`config.mk`:
```
export PLATFORM = sky130hd
export DESIGN_NAME = float_add_sched
export DESIGN_NICKNAME = d
export VERILOG_FILES = /design/src/rtl/float_add_sched.sv
export SDC_FILE = /design/constraint.sdc
export NUM_CORES = 1
export LEC_CHECK = 0
export ABC_AREA = 0
export ABC_CLOCK_PERIOD_IN_PS = 7200
export CAP_MARGIN = 10
export CORE_MARGIN = 2
export CORE_UTILIZATION = 40
export DETAILED_ROUTE_END_ITERATION = 6
export HOLD_SLACK_MARGIN = 0.03
export PLACE_DENSITY = 0.63
export SKIP_CTS_REPAIR_TIMING = 1
export SYNTH_ARGS = -nofsm -noshare
export SYNTH_HDL_FRONTEND = slang
export SYNTH_HIERARCHICAL = 1
export SYNTH_SLANG_ARGS = --single-unit
```
`constraint.sdc`:
```
create_clock -name clk -period 7.2 [get_ports clk]
set_input_delay 1.44 -clock clk [delete_from_list [all_inputs] [get_ports clk]]
set_output_delay 1.44 -clock clk [all_outputs]
set_load 0.02 [all_outputs]
```
`src/rtl/float_add_sched.sv`:
```
// Two-requester round-robin scheduler around one shared 8-bit float adder
// (exp[7:5], mant[4:0], no hidden bit); results return tagged with the owner id.

module float_add (
  input  logic [7:0] a_i,
  input  logic [7:0] b_i,
  output logic [7:0] sum_o
);

  logic [2:0] exp_big_s;
  logic [2:0] exp_small_s;
  logic [2:0] shift_s;
  logic [4:0] mant_big_s;
  logic [4:0] mant_small_s;
  logic [4:0] mant_aligned_s;
  logic [5:0] mant_sum_s;

  // Order by exponent, align the small mantissa, add, renormalise on carry
  always_comb begin
    exp_big_s      = 3'd0;
    exp_small_s    = 3'd0;
    mant_big_s     = 5'd0;
    mant_small_s   = 5'd0;
    sum_o          = 8'h00;
    if (a_i[7:5] >= b_i[7:5]) begin
      exp_big_s    = a_i[7:5];
      mant_big_s   = a_i[4:0];
      exp_small_s  = b_i[7:5];
      mant_small_s = b_i[4:0];
    end else begin
      exp_big_s    = b_i[7:5];
      mant_big_s   = b_i[4:0];
      exp_small_s  = a_i[7:5];
      mant_small_s = a_i[4:0];
    end
    shift_s        = exp_big_s - exp_small_s;
    mant_aligned_s = mant_small_s >> shift_s;
    mant_sum_s     = {1'b0, mant_big_s} + {1'b0, mant_aligned_s};
    if (mant_sum_s[5]) begin
      if (exp_big_s == 3'd7) begin
        sum_o = 8'hFF;
      end else begin
        sum_o = {exp_big_s + 3'd1, 1'b1, mant_sum_s[4:1]};
      end
    end else begin
      sum_o = {exp_big_s, mant_sum_s[4:0]};
    end
  end

endmodule

module float_add_sched #(
  parameter int SAT_CNT_W = 8
) (
  input  logic                 clk,
  input  logic                 rst,
  input  logic                 req0_valid,
  input  logic [7:0]           req0_a,
  input  logic [7:0]           req0_b,
  output logic                 req0_ready,
  input  logic                 req1_valid,
  input  logic [7:0]           req1_a,
  input  logic [7:0]           req1_b,
  output logic                 req1_ready,
  output logic                 resp_valid,
  output logic [7:0]           resp_data,
  output logic                 resp_id,
  input  logic                 resp_ready,
  output logic                 busy,
  output logic [SAT_CNT_W-1:0] sat_count
);

  typedef enum logic [1:0] {
    IDLE = 2'd0,
    EXEC = 2'd1,
    RESP = 2'd2
  } state_e;

  state_e                 state_q;
  logic                   last_grant_q;
  logic                   id_q;
  logic [7:0]             op_a_q;
  logic [7:0]             op_b_q;
  logic                   resp_valid_q;
  logic [7:0]             resp_data_q;
  logic                   resp_id_q;
  logic                   busy_q;
  logic [SAT_CNT_W-1:0]   sat_count_q;

  logic                   grant0_s;
  logic                   grant1_s;
  logic                   accept_s;
  logic [7:0]             sum_s;

  function automatic logic [SAT_CNT_W-1:0] sat_inc(input logic [SAT_CNT_W-1:0] cnt);
    if (&cnt) begin
      return cnt;
    end else begin
      return cnt + SAT_CNT_W'(1);
    end
  endfunction

  // A lone requester always wins; a tie goes to whoever was not served last.
  assign grant0_s   = req0_valid & (~req1_valid | last_grant_q);
  assign grant1_s   = req1_valid & (~req0_valid | ~last_grant_q);
  assign req0_ready = ~rst & (state_q == IDLE) & grant0_s;
  assign req1_ready = ~rst & (state_q == IDLE) & grant1_s;
  assign accept_s   = req0_ready | req1_ready;

  float_add u_float_add (
    .a_i   (op_a_q),
    .b_i   (op_b_q),
    .sum_o (sum_s)
  );

  // Scheduler FSM with registered response, busy and saturation counter
  always_ff @(posedge clk or posedge rst) begin
    if (rst) begin
      state_q      <= IDLE;
      last_grant_q <= 1'b1;
      id_q         <= 1'b0;
      op_a_q       <= 8'h00;
      op_b_q       <= 8'h00;
      resp_valid_q <= 1'b0;
      resp_data_q  <= 8'h00;
      resp_id_q    <= 1'b0;
      busy_q       <= 1'b0;
      sat_count_q  <= '0;
    end else begin
      case (state_q)
        IDLE: begin
          if (accept_s) begin
            op_a_q       <= req1_ready ? req1_a : req0_a;
            op_b_q       <= req1_ready ? req1_b : req0_b;
            id_q         <= req1_ready;
            last_grant_q <= req1_ready;
            busy_q       <= 1'b1;
            state_q      <= EXEC;
          end else begin
            state_q      <= IDLE;
          end
        end
        EXEC: begin
          resp_data_q  <= sum_s;
          resp_id_q    <= id_q;
          resp_valid_q <= 1'b1;
          if (sum_s == 8'hFF) begin
            sat_count_q <= sat_inc(sat_count_q);
          end else begin
            sat_count_q <= sat_count_q;
          end
          state_q      <= RESP;
        end
        RESP: begin
          if (resp_ready) begin
            resp_valid_q <= 1'b0;
            busy_q       <= 1'b0;
            state_q      <= IDLE;
          end else begin
            state_q      <= RESP;
          end
        end
        default: begin
          resp_valid_q <= 1'b0;
          busy_q       <= 1'b0;
          state_q      <= IDLE;
        end
      endcase
    end
  end

  assign resp_valid = resp_valid_q;
  assign resp_data  = resp_data_q;
  assign resp_id    = resp_id_q;
  assign busy       = busy_q;
  assign sat_count  = sat_count_q;

endmodule

```
======== Yosys cells after proc, flatten, opt, wreduce, memory -nomap -nowiden ========
Index checks and enable logic that the tools add are counted.
word-level totals
  flip-flop bits (word level) ............. 39
  latch bits .............................. 0
  RAM bits ................................ 0
  bits in read-only memories .............. 0
  input bits .............................. 37
  logic and storage cells ................. 58
  memories ................................ 0
cells by class
  $add $sub $neg .......................... 4
  $mul .................................... 0
  div/mod/pow operators ................... 0
  $lt $le $gt $ge ......................... 1
  equal/unequal tests ..................... 6
  shift-type cells ........................ 1
  mux-type cells .......................... 15
  bitwise operators ....................... 15
  reduce and logical (&&, ||, !) cells .... 6
operators by type and width
  operator                                        count
  two-way mux 8 bit                               4
  two-way mux 5 bit                               2
  adder 8 x 1 -> 8 bit (second input constant)    1
  == test 8 bit (second input constant)           1
  AND reduction 8 bit                             1
  inverter 1 bit                                  7
  adder 5 x 5 -> 6 bit                            1
  two-way mux 3 bit                               2
  case mux 1 bit (3 select lines)                 2
  case mux 2 bit (3 select lines)                 1
  AND reduction 3 bit                             2
  bitwise AND 1 bit                               5
  right shift 5 x 3 -> 5 bit                      1
  inequality test 2 bit (second input constant)   2
  AND reduction 2 bit                             2
  adder 3 x 1 -> 3 bit (second input constant)    1
  == test 3 bit (second input constant)           1
  greater-or-equal comparator 3 bit               1
  two-way mux 1 bit                               3
  bitwise OR 1 bit                                3
  subtractor 3 bit                                1
  == test 2 x 1 -> 1 bit (second input constant)  1
  == test 2 bit (second input constant)           1
  logical NOT 2 bit                               1
  two-way mux 2 bit                               1

======== Logic depth before layout (Yosys ltp) ========
Gate-level depths: netlist (run 1).
  word-level depth ........................ 9
  mapped depth ............................ 27
  mapped depth without buffers ............ 24

======== Hierarchy ========
The synthesis (run 1) kept the hierarchy.
modules (own cells, without submodules)
  module           times used  cells an instance  area an instance (um2)  seq. area each (um2)
  float_add_sched  1           150                1724.2                  977.2
  float_add        1           91                 782.0                   0.0

======== Least setup slack after synthesis (run 1) ========
Ideal clock, no wire load.
  path type ............................... register to register
  start point ............................. register op_a_q[5]
  end point ............................... register sat_count_q[1], in the netlist sat_count[1]
  arrival time ............................ 5.015 ns
  data required time ...................... 7.072 ns
  path slack .............................. 2.058 ns
  stages on the path, launching flop included .. 25
  cell sequence ........................... dfrtp_1 inv_1 ha_1 buf_6 nand2b_4 a31o_2 buf_2 buf_6 and3_1 a21oi_1 ha_1 nor3_1 a311oi_1 nand2_1 o21ba_2 ha_1 o21ai_0 o21bai_1 a21oi_1 a21oi_2 a22oi_1 nand3b_1 or3_4 nor2_2 mux2_1
between the ends
  word-level cells in the longest chain between the ends .. 9
  elaborated cells on any way between the ends .. 14
ends and longest elaborated chain
  what                               line  text
  start, declared                    82    logic [7:0] op_a_q;
  start signal, assigned             133   op_a_q <= req1_ready ? req1_a : req0_a;
  greater-or-equal comparator 3 bit  25    if (a_i[7:5] >= b_i[7:5]) begin
  two-way mux 3 bit                  25
  subtractor 3 bit                   36    shift_s = exp_big_s - exp_small_s;
  right shift 5 x 3 -> 5 bit         37    mant_aligned_s = mant_small_s >> shift_s;
  adder 5 x 5 -> 6 bit               38    mant_sum_s = {1'b0, mant_big_s} + {1'b0, mant_aligned_s};
  two-way mux 8 bit                  40    if (exp_big_s == 3'd7) begin
  two-way mux 8 bit *                39    if (mant_sum_s[5]) begin
  named net sum_s[2]                 93    logic [7:0] sum_s;
  == test 8 bit *                    147   if (sum_s == 8'hFF) begin
  AND reduction 3 bit (no line) *    --
  end signal, assigned               148   sat_count_q <= sat_inc(sat_count_q);
  end signal, assigned               150   sat_count_q <= sat_count_q;
  end, declared                      88    logic [SAT_CNT_W-1:0] sat_count_q;
The timed path passes the listed nets; every way through them passes the cells marked *.
A chain may end at the register's enable or synchronous reset.

======== Final worst setup path (run 1) ========
Ends and elaborated chain as after synthesis.

==> results of run 1 <==
==> stage by stage <==
step           hold slack, ns  area, um^2
4_1_cts                 0.473        3230
3_5_place_dp            0.462        3140
3_3_place_gp            0.456        3140
6_report                0.471        3230
5_1_grt                 0.510        3230
2_1_floorplan           0.441        2510
==> placed cells by master (no fill, tap or decap), types with 2 or more instances in the layout <==
master and count:
clkdlybuf4s50_1 57, dfrtp_1 38, a21oi_1 25, mux2i_1 18, nor2_1 18, mux2_2 16
inv_1 14, nand2_1 13, ha_1 11, xor2_1 7, nor3_1 6, a21o_1 6
nand2b_1 5, nor2b_1 5, clkbuf_8 5, nand3_1 4, and3_1 4, nand4_1 4
o21ai_0 4, buf_4 3, mux4_1 3, a22oi_1 3, nand3b_1 2, mux2_1 2
a31oi_1 2, o21bai_1 2
==> registers in the layout, indices dropped and copies added (netlist names) <==
register	count
op_a_q	8
op_b_q	8
resp_data	8
sat_count	8
state_q	2
busy	1
id_q	1
last_grant_q	1
resp_id	1
resp_valid	1
==> cell type report <==
cell class	instances	area [um^2]
fillers	546	2770
multi-input cells	179	1420
flip-flops and latches	39	977
repair buffers	60	593
well taps	75	93.8
clock buffers	6	72.6
inverters	14	52.6
clock inverters	2	12.5
==> logic make-up (layout without fill, tap and decap cells) <==
logic type / count (synthesis) / in the layout / synth area share, %
fa+ha+maj: 12 / 12 / 6.29
flops: 39 / 39 / 39.0
xor+xnor: 7 / 7 / 2.45
mux: 40 / 40 / 19.3
simple gates: 67 / 67 / 15.1
buf+inv: 23 / 82 / 4.19
compound gates: 53 / 53 / 13.7
==> worst register-to-register path, delay by kind of cell, from the launching register on <==
kind	cells	cell delay, ns
AO/OA/AOI/OAI	9	2.37
AND/OR/NAND/NOR	7	1.46
adder cells (fa/ha/maj)	3	0.86
flip-flops	1	0.39
multiplexers	1	0.35
buffers and inverters	1	0.07
==> final timing paths <==
| check | start | end | slack [ns] | depth (start not counted) |
|---|---|---|---|---|
| max in group asynchronous | rst | last_grant_q | 5.24 | 3 |
| setup reg to reg | op_a_q[5] | sat_count[1] | 1.58 | 21 |
| setup / recovery | op_a_q[5] | sat_count[1] | 1.58 | 21 |
| hold / removal | last_grant_q | last_grant_q | 0.47 | 2 |
| min in group asynchronous | rst | resp_id | 1.61 | 3 |
| hold reg to reg | last_grant_q | last_grant_q | 0.47 | 2 |
==> per-layer routing <==
metal	share of wire, %	vias to the layer above	global-route usage [%]
met5	0	-	0
met4	1.6	0	6.26
met3	3.5	6	3.48
met2	42	33	24.1
met1	53	888	25.2
li1	-	990	-
==> results.tsv, run 1 <==
metric	value	unit
wirelength	5480	um
synth_most_common_cell	dfrtp_1	
syn_avg_cell_area	10.4	um^2
ys.warnings.count	6	
die_h	83.2	um
routabilityCongestion	0.821	
vias	1917	
seq_area_frac_synth	39.0	%
cp-end-kind	flop	
drt_pass1_iterations	4	
grt_usage	16.9	%
numCtsBuffers	5	
antenna_cells	0	
critPathSlowestCell	a21oi_1	
clk_pin_slew	0.07	ns
port_buffers	57	
dp_slack	1.58	ns
htreeDepth	2	
dp_cells	367	
path_common_cell	ha_1	
worst_slew_pin_slew	0.803	ns
start_util	41.8	%
clockBufferDepth	2	
period_needed	5.62	ns
relSlewSlack	46.3	%
fmax	178	MHz
status	complete, no violations	
wl_per_cell	14.6	um
grt_pass1_vias	1903	
num-nets-final	348	
clock-sinks	39	
ys_ff_latch	39	
grt_max_degree	40	
drc	0	
maxCapViolCount	0	
yosysTopAreaCell	dfrtp_1	
worst_slack	1.58	ns
num_rows	28	
rsz0062_at_grt	false	
hold_viol_final	0	
hp-class	reg -> reg	
synth-edff-count	0	
syn_area	2510	um^2
critPathTopFamily	compound AO/OA/AOI/OAI gates	
fin_cells	375	
netlist_instances	241	
areaGrowthSynthToFinish	28.7	%
drv_slew	0	
final_util	53.8	%
fin_setup_tns	0	ns
path_class	reg -> reg	
setup_viol_count_final	0	
synth_top_area_share	37.9	%
finClkSkew	0.00647	ns
drtAntennaViolNets	0	
cpPeakStageDelay	0.54	ns
worst_setup_path_start_kind	flop	
netlist-cell-type-count	46	
grt_overflow	0	
critical_path_required	7.37	ns
ios	58	
tritoncts	done	
cts_root_buffer	clkbuf_8	
antenna_found_initial	0	
fin_crit_sh	78.0	%
cp.arrival	5.79	ns
die_width	83.2	um
synthTopCellsByCount	38 x dfrtp_1, 25 x a21oi_1, 18 x mux2i_1, 18 x nor2_1, 16 x mux2_2	
clk_latency	0.29	ns
drtIter0Drc	53	
drive_above_1_share	12.3	%
ys.flop_type	dfrtp_1	
synthArstFlopShare	100	%
dpl.hpwl	4140	um
critPathMaxFanout	15	
syn_nets	290	
viasPerCell	5.11	
die_area	6910	um^2
synth_area_leaders	dfrtp_1 38%, mux2i_1 7.2%, mux2_2 7.2%	
core_area	5990	um^2
path_cells	inv_1 > ha_1 > nand2b_4 > a31o_2 > and3_1 > a21oi_1 > ha_1 > nor3_1 > a311oi_1 > nand2_1 > o21ba_2 > ha_1 > o21ai_0 > o21bai_1 > a21oi_1 > a21oi_2 > a22oi_1 > nand3b_1 > or3_4 > nor2_2 > mux2_1	
grt_pass1_wl	9490	um
path_buf_inv	1	
Power of run 1 is left out: the tool's default activity adds up to more than one toggle a clock period on the data nets, which glitch-free logic cannot reach.
==> run 2, diff against run 1 <==
--- a/config.mk
+++ b/config.mk
@@ -6,7 +6,7 @@
 export NUM_CORES = 1
 export LEC_CHECK = 0
 export ABC_AREA = 0
-export ABC_CLOCK_PERIOD_IN_PS = 7200
+export ABC_CLOCK_PERIOD_IN_PS = 5500
 export CAP_MARGIN = 10
 export CORE_MARGIN = 2
 export CORE_UTILIZATION = 40
==> constraint.sdc (replaced) <==
create_clock -name clk -period 5.5 [get_ports clk]
set_input_delay 1.1 -clock clk [delete_from_list [all_inputs] [get_ports clk]]
set_output_delay 1.1 -clock clk [all_outputs]
set_load 0.02 [all_outputs]
==> results.tsv, run 2 (same netlist as run 1, synthesis figures left out) <==
metric	value	unit
nFillCells	545	
vias	1978	
grt_max_degree	40	
drc	0	
wirelength	5490	um
numCtsBuffers	5	
cp-end-kind	flop	
dpl.hpwl	4210	um
drv_slew	0	
die_h	83.2	um
clk_pin_slew	0.07	ns
fmax	195	MHz
rsz0062_at_grt	false	
fin_crit_sh	93.4	%
wl_per_cell	14.6	um
period_needed	5.14	ns
num-nets-final	349	
placed_area	3150	um^2
cp.arrival	5.31	ns
setup_viol_count_final	0	
path_class	reg -> reg	
antenna_found_initial	0	
worst_setup_path_start_kind	flop	
routabilityCongestion	0.781	
cts_root_buffer	clkbuf_8	
hp-class	reg -> reg	
antenna_cells	0	
num_rows	28	
whs_path_depth	2	
final_common_cell	clkdlybuf4s50_1	
grt_overflow	0	
core_area	5990	um^2
r2r_slack	0.36	ns
drtIter0Drc	44	
drtAntennaViolNets	0	
areaGrowthSynthToFinish	29.5	%
ff2ff_path_depth	23	
finClkSkew	0.00651	ns
clockBufferDepth	2	
fin_setup_tns	0	ns
hold_viol_final	0	
worst_slew_pin_slew	0.793	ns
maxCapViolCount	0	
dp_cells	368	
die_area	6910	um^2
viasPerCell	5.27	
grt_usage	16.3	%
port_buffers	57	
clk_latency	0.29	ns
clock-sinks	39	
relSlewSlack	47.0	%
layout_common_cells	57 x clkdlybuf4s50_1, 38 x dfrtp_1, 24 x a21oi_1	
drive_above_1_share	13.3	%
critical_path_required	5.67	ns
drt_pass1_iterations	6	
grt_pass1_wl	9230	um
tritoncts	done	
fin_area	3250	um^2
start_util	41.8	%
htreeDepth	2	
critPathMaxFanout	6	
fin_cells	375	
grt_pass1_vias	1933	
ios	58	
status	complete, no violations	
die_width	83.2	um
==> run 2: cell types whose count changed in the layout (fill, tap and decap cells not counted) <==
| cell | delta |
|---|---|
| a21oi_1 | -1 |
| a21oi_2 | +1 |
| a311oi_1 | -1 |
| a311oi_2 | +1 |
| buf_4 | +1 |
| clkbuf_1 | -1 |
| clkbuf_8 | +1 |
| clkinvlp_4 | -1 |
==> run 2: final timing paths <==
kind | startpoint | end
min | last_grant_q | last_grant_q
max reg2reg | op_a_q[5] | sat_count[1]
min in group asynchronous | rst | sat_count[6]
max in group asynchronous | rst | last_grant_q
min reg2reg | last_grant_q | last_grant_q
max | op_a_q[5] | sat_count[1]
==> run 2: per-layer routing <==
metal,share of wire [%],GRT usage (%),vias up
li1,-,-,996
met1,50,23.7,935
met2,45,24.7,40
met3,4.2,3.18,7
met4,1.1,4.92,0
met5,0,0,-
==> run 2: critical path, stage by stage, from the launching register on <==
cell,delay [ns]
dfrtp_1,0.39
inv_1,0.07
ha_1,0.40
nand2b_4,0.19
a31o_2,0.26
nor2_1,0.08
a21oi_1,0.07
ha_1,0.21
nand2b_1,0.15
a221o_1,0.32
a2111o_1,0.40
o211ai_2,0.07
ha_1,0.22
inv_1,0.07
fa_1,0.39
inv_1,0.07
a21o_1,0.10
a21oi_1,0.07
xor2_1,0.15
a22oi_1,0.24
nand3_1,0.16
or3_4,0.40
nor2_2,0.21
mux2_1,0.34
==> run 2: final cells by class <==
type | count | area (um^2) | share of cell area, %
Timing Repair Buffer | 61 | 601 | 18.5
Tap cell | 75 | 93.8 | 2.89
Inverter | 14 | 52.6 | 1.62
Sequential cell | 39 | 977 | 30.1
Clock buffer | 6 | 82.6 | 2.54
Multi-Input combinational cell | 179 | 1430 | 44.2
Clock inverter | 1 | 5.00 | 0.154
==> run 2: metrics by stage <==
step           setup slack [ns]  hold WS, ns  utilization, %
4_1_cts                  0.0986        0.471            54.0
5_1_grt                  0.0108        0.500            54.2
2_1_floorplan             0.358        0.441               -
3_3_place_gp              0.278        0.453            52.5
6_report                  0.363        0.467            54.2
3_5_place_dp              0.116        0.460            52.5
Power of run 2 is left out for the same reason.
